File: src/rtl/instr_fetch_unit_if.sv
// Instruction-memory read channel and instruction-register bus between the
// fetch unit (master) and its memory / execute FSM neighbours (slave).
interface instr_fetch_unit_if #(
   parameter int unsigned ADDR_W = 8
);
   logic              imem_rd;
   logic [ADDR_W-1:0] imem_addr;
   logic              imem_ack;
   logic [15:0]       imem_data;
   logic [15:0]       ir;
   logic              ir_valid;
   logic              PC_inc;
   logic              done;

   modport master (
      output imem_rd, imem_addr, ir, ir_valid,
      input  imem_ack, imem_data, PC_inc, done
   );

   modport slave (
      input  imem_rd, imem_addr, ir, ir_valid,
      output imem_ack, imem_data, PC_inc, done
   );
endinterface

File: src/rtl/instr_fetch_unit.sv
// Fetch/sequencing stage: owns the PC, fetches 16-bit instructions, issues them on
// the IR bus, inserts a bubble after each done, decodes HALT and watches for hangs.
module instr_fetch_unit #(
   parameter int unsigned      ADDR_W   = 8,
   parameter logic [ADDR_W-1:0] RESET_PC = '0,
   parameter logic [15:0]      BUBBLE   = 16'h0000,
   parameter logic [3:0]       HALT_OP  = 4'b1111,
   parameter int unsigned      TIMEOUT  = 15
) (
   input  logic              clk,
   input  logic              rst,
   input  logic              run,
   instr_fetch_unit_if.master bus,
   output logic [ADDR_W-1:0] pc,
   output logic              halted,
   output logic              fault
);

   localparam int unsigned WDOG_W = $clog2(TIMEOUT + 1);

   typedef enum logic [2:0] {
      S_IDLE  = 3'd0,
      S_REQ   = 3'd1,
      S_EXEC  = 3'd2,
      S_GAP   = 3'd3,
      S_HALT  = 3'd4,
      S_FAULT = 3'd5
   } state_t;

   state_t            state_q, state_d;
   logic [ADDR_W-1:0] pc_q, pc_d;
   logic [15:0]       ir_q, ir_d;
   logic              ir_valid_q, ir_valid_d;
   logic              imem_rd_q, imem_rd_d;
   logic [ADDR_W-1:0] imem_addr_q, imem_addr_d;
   logic              halted_q, halted_d;
   logic              fault_q, fault_d;
   logic              inc_seen_q, inc_seen_d;
   logic [WDOG_W-1:0] wdog_q, wdog_d;

   // State and datapath registers
   always_ff @(posedge clk or posedge rst) begin
      if (rst) begin
         state_q     <= S_IDLE;
         pc_q        <= RESET_PC;
         ir_q        <= BUBBLE;
         ir_valid_q  <= 1'b0;
         imem_rd_q   <= 1'b0;
         imem_addr_q <= '0;
         halted_q    <= 1'b0;
         fault_q     <= 1'b0;
         inc_seen_q  <= 1'b0;
         wdog_q      <= '0;
      end else begin
         state_q     <= state_d;
         pc_q        <= pc_d;
         ir_q        <= ir_d;
         ir_valid_q  <= ir_valid_d;
         imem_rd_q   <= imem_rd_d;
         imem_addr_q <= imem_addr_d;
         halted_q    <= halted_d;
         fault_q     <= fault_d;
         inc_seen_q  <= inc_seen_d;
         wdog_q      <= wdog_d;
      end
   end

   // Next-state and registered-output logic
   always_comb begin
      state_d     = state_q;
      pc_d        = pc_q;
      ir_d        = ir_q;
      ir_valid_d  = ir_valid_q;
      imem_rd_d   = imem_rd_q;
      imem_addr_d = imem_addr_q;
      halted_d    = halted_q;
      fault_d     = fault_q;
      inc_seen_d  = inc_seen_q;
      wdog_d      = wdog_q;

      case (state_q)
         S_IDLE: begin
            if (run) begin
               state_d     = S_REQ;
               imem_rd_d   = 1'b1;
               imem_addr_d = pc_q;
            end
         end

         S_REQ: begin
            if (bus.imem_ack) begin
               imem_rd_d = 1'b0;
               if (bus.imem_data[15:12] == HALT_OP) begin
                  state_d  = S_HALT;
                  halted_d = 1'b1;
               end else begin
                  state_d    = S_EXEC;
                  ir_d       = bus.imem_data;
                  ir_valid_d = 1'b1;
                  wdog_d     = '0;
                  inc_seen_d = 1'b0;
               end
            end
         end

         S_EXEC: begin
            // A done without any earlier PC_inc still advances the PC exactly once.
            if (!inc_seen_q && (bus.PC_inc || bus.done)) begin
               pc_d       = pc_q + ADDR_W'(1);
               inc_seen_d = 1'b1;
            end
            if (bus.done) begin
               state_d    = S_GAP;
               ir_d       = BUBBLE;
               ir_valid_d = 1'b0;
            end else if (wdog_q == WDOG_W'(TIMEOUT - 1)) begin
               state_d    = S_FAULT;
               fault_d    = 1'b1;
               ir_d       = BUBBLE;
               ir_valid_d = 1'b0;
            end else begin
               wdog_d = wdog_q + WDOG_W'(1);
            end
         end

         S_GAP: begin
            if (run) begin
               state_d     = S_REQ;
               imem_rd_d   = 1'b1;
               imem_addr_d = pc_q;
            end else begin
               state_d = S_IDLE;
            end
         end

         S_HALT, S_FAULT: begin
         end

         default: begin
            state_d = S_IDLE;
         end
      endcase
   end

   assign bus.imem_rd   = imem_rd_q;
   assign bus.imem_addr = imem_addr_q;
   assign bus.ir        = ir_q;
   assign bus.ir_valid  = ir_valid_q;
   assign pc            = pc_q;
   assign halted        = halted_q;
   assign fault         = fault_q;

endmodule

File: src/flat_wrapper.sv
// flat-port wrapper written by rule: the top's interface ports become plain ports
module instr_fetch_unit_flat 
#(
   parameter int unsigned      ADDR_W   = 8,
   parameter logic [ADDR_W-1:0] RESET_PC = '0,
   parameter logic [15:0]      BUBBLE   = 16'h0000,
   parameter logic [3:0]       HALT_OP  = 4'b1111,
   parameter int unsigned      TIMEOUT  = 15
)
  (clk, rst, run, pc, halted, fault, bus_imem_rd, bus_imem_addr, bus_ir, bus_ir_valid, bus_imem_ack, bus_imem_data, bus_PC_inc, bus_done);
  instr_fetch_unit_if #(.ADDR_W(ADDR_W)) bus_i ();
  input  logic clk;
  input  logic rst;
  input  logic run;
  output logic [ADDR_W-1:0] pc;
  output logic halted;
  output logic fault;
  output wire logic [$bits(bus_i.imem_rd)-1:0] bus_imem_rd;
  output wire logic [$bits(bus_i.imem_addr)-1:0] bus_imem_addr;
  output wire logic [$bits(bus_i.ir)-1:0] bus_ir;
  output wire logic [$bits(bus_i.ir_valid)-1:0] bus_ir_valid;
  input wire logic [$bits(bus_i.imem_ack)-1:0] bus_imem_ack;
  input wire logic [$bits(bus_i.imem_data)-1:0] bus_imem_data;
  input wire logic [$bits(bus_i.PC_inc)-1:0] bus_PC_inc;
  input wire logic [$bits(bus_i.done)-1:0] bus_done;
  assign bus_imem_rd = bus_i.imem_rd;
  assign bus_imem_addr = bus_i.imem_addr;
  assign bus_ir = bus_i.ir;
  assign bus_ir_valid = bus_i.ir_valid;
  assign bus_i.imem_ack = bus_imem_ack;
  assign bus_i.imem_data = bus_imem_data;
  assign bus_i.PC_inc = bus_PC_inc;
  assign bus_i.done = bus_done;
  instr_fetch_unit #(.ADDR_W(ADDR_W), .RESET_PC(RESET_PC), .BUBBLE(BUBBLE), .HALT_OP(HALT_OP), .TIMEOUT(TIMEOUT)) u_core (.clk(clk), .rst(rst), .run(run), .bus(bus_i), .pc(pc), .halted(halted), .fault(fault));
endmodule
File: config.mk
export PLATFORM = sky130hd
export DESIGN_NAME = instr_fetch_unit_flat
export DESIGN_NICKNAME = d
export VERILOG_FILES = /design/src/rtl/instr_fetch_unit_if.sv /design/src/rtl/instr_fetch_unit.sv /design/src/flat_wrapper.sv
export SDC_FILE = /design/constraint.sdc
export NUM_CORES = 1
export LEC_CHECK = 0
export CAP_MARGIN = 20
export CORE_MARGIN = 3
export CORE_UTILIZATION = 43
export DETAILED_ROUTE_END_ITERATION = 6
export PLACE_DENSITY = 0.74
export SETUP_SLACK_MARGIN = 0.05
export SLEW_MARGIN = 20
export SYNTH_ARGS = -nofsm -noshare
export SYNTH_HDL_FRONTEND = slang
export SYNTH_SLANG_ARGS = --single-unit
File: constraint.sdc
create_clock -name clk -period 2.33 [get_ports clk]
set_input_delay 0.233 -clock clk [delete_from_list [all_inputs] [get_ports clk]]
set_output_delay 0.233 -clock clk [all_outputs]
set_load 0.005 [all_outputs]
==> summary.md <==
| Metric | Value |
|---|---|
| Post-synth top area share | just under 60% |
| Row count | 23 |
| Tmin final | a little over 2000 ps |
| Most frequent cells in the layout | clkdlybuf4s50_1 (57), dfrtp_1 (44), a22o_1 (16) |
| Ant. Diodes | 0 |
| CP required | 2520 ps |
| Layout Nets | between 200 and 250 |
| Leak | roughly 1.2 nW |
| Worst skew pair latency | 300 ps |
| Die X | 72.6 um |
| R2r setup slk | 310 ps |
| Mux contribution to synthesized area | 7.48% |
| Root Buffer | clkbuf_8 |
| Die Y | 72.6 um |
| Slew @ Worst Pin | 542 ps |
| Routed Antenna Nets | 0 |
| Sequential fraction of the synthesis area | between 50% and 60% |
| Vias in the first global route | around 1,400 |
| Register bit total from synthesis | 44 |
| Largest family of logic cells by synthesized area | compound AO/OA/AOI/OAI gates |
| Sw Pwr | 0.00101 W |
| Area fraction in compound gates after synthesis | between 10% and 20% |
| Cts repair resizes | 0 |
| I/O Buffers | 57 |
| Final Skew | ~5.5 ps |
| CTS tree | yes |
| VDD IR max | 0.721 mV |
| Slew HR | 63.9% |
| Sw frac | 31.2% |
| Pwr Density | approximately 1200 nW/um2 |
| Starting density of the core | 46.0% |
| Synth Warn # | 0 |
| Die area | roughly 5300 um2 |
| DR vias/cell | 5.46 |
| Setup Fix Bufs, Post-CTS | 0 |
| Worst setup SP type | register |
| Detailed Route Iter0 Violations | 64 |
| Cells on worst reg2reg path | 6 |
| Pre-Repair DR Iteration Count | 4 |
| Synth Cell Area | between 1500 and 2000 um2 |
| Cell taking the most area after synthesis | dfrtp_1 |
| Filler cells | 313 |
| Num CTS Buffers | 5 |
| Cell variety after synth | 33 |
| Final setup vio count | 0 |
| Cell count after synthesis | 148 |
| Clock sinks | 44 |
| EDFF count, synth | 0 |
| Crit end category | register |
| R2R Path Start | u_core.wdog_q[0]$_DFFE_PP0P_ |
| Max clock buf depth | 2 |
| P_int | 0.00223 W |
| Final period util | 86.6% |
| Pin count of the biggest net entering global routing | 45 |
| Vias | 1,431 |
| Reg-to-reg endpoint | u_core.wdog_q[1]$_DFFE_PP0P_ |
| Hold_ws | 365 ps |
| Detailed Route WL | 4080 um |
| Synth area leaders | dfrtp_1 (58%), a22o_1 (7.3%), mux2_4 (6.3%), xnor2_1 (2.3%), nand3_1 (2.1%) |
| Hold Buf Count CTS | 0 |
| Area Growth Syn to Fin | 39.0% |
| H-tree Lvls | 2 |
| Seq pwr share | 42.0% |
| Antenna violations before repair | 0 |
| Core area | roughly 4100 um2 |
| Critical path data arrival time | 2200 ps |
| Outcome | finished, final reports clean |
| Comb power frac | approximately 40% |
| Share of cells above drive strength 1 | around 12% |
| RSZ-0062 raised after global routing | no |
| Hold Violations, Final | 0 |
| Ys async rst share | between 90% and 100% |
| Drt drc | 0 |
| CTS clk-pin slew, worst paths | 80 ps |
| Placer congestion estimate | 0.922 |
| Worst-path maximum fanout | 5 |
| Predominant post-synthesis flop cell | dfrtp_1 |
| First-pass GRT wire length | 6900 um |
| # IOs | between 50 and 60 |
| Hold crit path type | input pin to async pin |
| Fmax | 496 MHz |
| Dpl hpwl | 2910 um |
| Synth Area in XOR/XNOR | around 3.2% |
| Final Slew Violations | 0 |
| Most common cell after layout, fill and taps aside | clkdlybuf4s50_1 |
| Post-synthesis adder-cell area fraction | 1.97% |
| Maxcap violations | 0 |
| Critical path class | register to register |
| Total GRT Usage | 17.1% |
| Clock power share | 17.8% |
| Mapped Avg Cell Area | approximately 13 um2 |
| Setup TNS | 0 ps |
| Per-cell routed wire length | between 15 and 20 um |
| Synth Area in Simple Gates | 13.6% |
| Syn_nets | 173 |
| Grt ovf | 0 |
how the worst max path moves through the flow:
stage,startpoint,end
2_1_floorplan,u_core.wdog_q[0]$_DFFE_PP0P_,u_core.wdog_q[1]$_DFFE_PP0P_
3_3_place_gp,bus_done,u_core.wdog_q[1]$_DFFE_PP0P_
3_5_place_dp,bus_done,u_core.wdog_q[1]$_DFFE_PP0P_
4_1_cts,u_core.wdog_q[0]$_DFFE_PP0P_,u_core.wdog_q[1]$_DFFE_PP0P_
5_1_grt,u_core.wdog_q[0]$_DFFE_PP0P_,u_core.wdog_q[1]$_DFFE_PP0P_
6_report,u_core.wdog_q[0]$_DFFE_PP0P_,u_core.wdog_q[1]$_DFFE_PP0P_
per-layer routing:
layer	part of all wire, %	vias to the layer above	global-route usage (%)
li1	-	658	-
met1	44	707	22.4
met2	47	59	26.1
met3	7.3	7	5.10
met4	1.9	0	7.99
met5	0	-	0
layout make-up:
cell class / count / area (um2) / area share, %
Sequential cell: 44 / 1100 / 41.5
Multi-Input combinational cell: 93 / 761 / 28.7
Timing Repair Buffer: 60 / 593 / 22.4
Clock buffer: 6 / 72.6 / 2.74
Tap cell: 50 / 62.6 / 2.36
Clock inverter: 2 / 35.0 / 1.32
Inverter: 7 / 26.3 / 0.991
per-stage QoR:
stage / area [um2] / utilization, % / power [W] / std cells / setup WS, ps
6_report: 2650 / 64.0 / 0.00324 / 262 / 313
5_1_grt: 2650 / 64.0 / 0.00345 / 262 / 150
4_1_cts: 2650 / 64.0 / 0.00327 / 262 / 332
3_5_place_dp: 2540 / 61.4 / 0.00268 / 254 / 319
2_1_floorplan: 1910 / - / 0.00197 / 148 / 613
3_3_place_gp: 2540 / 61.4 / 0.00263 / 254 / 428
Yosys cell counts (2+ instances only):
| master | number |
|---|---|
| o21ai_1 | 2 |
| a22o_1 | 16 |
| nand2b_1 | 3 |
| xor2_1 | 2 |
| xnor2_1 | 5 |
| nor3b_1 | 2 |
| a21o_1 | 2 |
| o21ai_0 | 4 |
| nand4_1 | 3 |
| dfrtp_1 | 44 |
| mux2_1 | 2 |
| nor2_1 | 5 |
| nand2_1 | 7 |
| and3_1 | 2 |
| inv_1 | 7 |
| ha_1 | 3 |
| nand3_1 | 8 |
| a21oi_1 | 3 |
| o21bai_1 | 2 |
| mux2_4 | 8 |
| buf_2 | 4 |
| a31oi_1 | 3 |
power groups by stage:
stage                     clock (W)  combinational (W)  sequential [W]
after detailed placement          0            0.00132         0.00136
after floorplan                   0           0.000636         0.00133
after global placement            0            0.00128         0.00135
after global routing       0.000623            0.00141         0.00141
final                      0.000575            0.00130         0.00136
after CTS                  0.000591            0.00132         0.00136
worst max-delay path, stage by stage, from the launching register on:
cell,delay (ps)
dfrtp_1,390
inv_1,90
ha_1,210
a31oi_1,370
nand2_1,130
a21oi_1,360
mux2_1,350
state kept, by name, summed over array words and instances (netlist names):
name	cells
u_core.inc_seen_q	1
u_core.halted	1
u_core.state_q	3
u_core.pc	8
u_core.bus.ir	16
u_core.fault	1
u_core.bus.ir_valid	1
u_core.wdog_q	4
u_core.bus.imem_addr	8
u_core.bus.imem_rd	1
cell families (layout without fill, tap and decap cells):
logic type | Yosys count | after routing
multiplexers | 10 | 10
flip-flops | 44 | 44
adder cells (fa/ha/maj) | 3 | 3
buffers and inverters | 11 | 75
XOR/XNOR | 7 | 7
AND/OR/NAND/NOR | 38 | 38
AO/OA/AOI/OAI | 35 | 35
No activity file was read; power rests on OpenSTA's default activity.
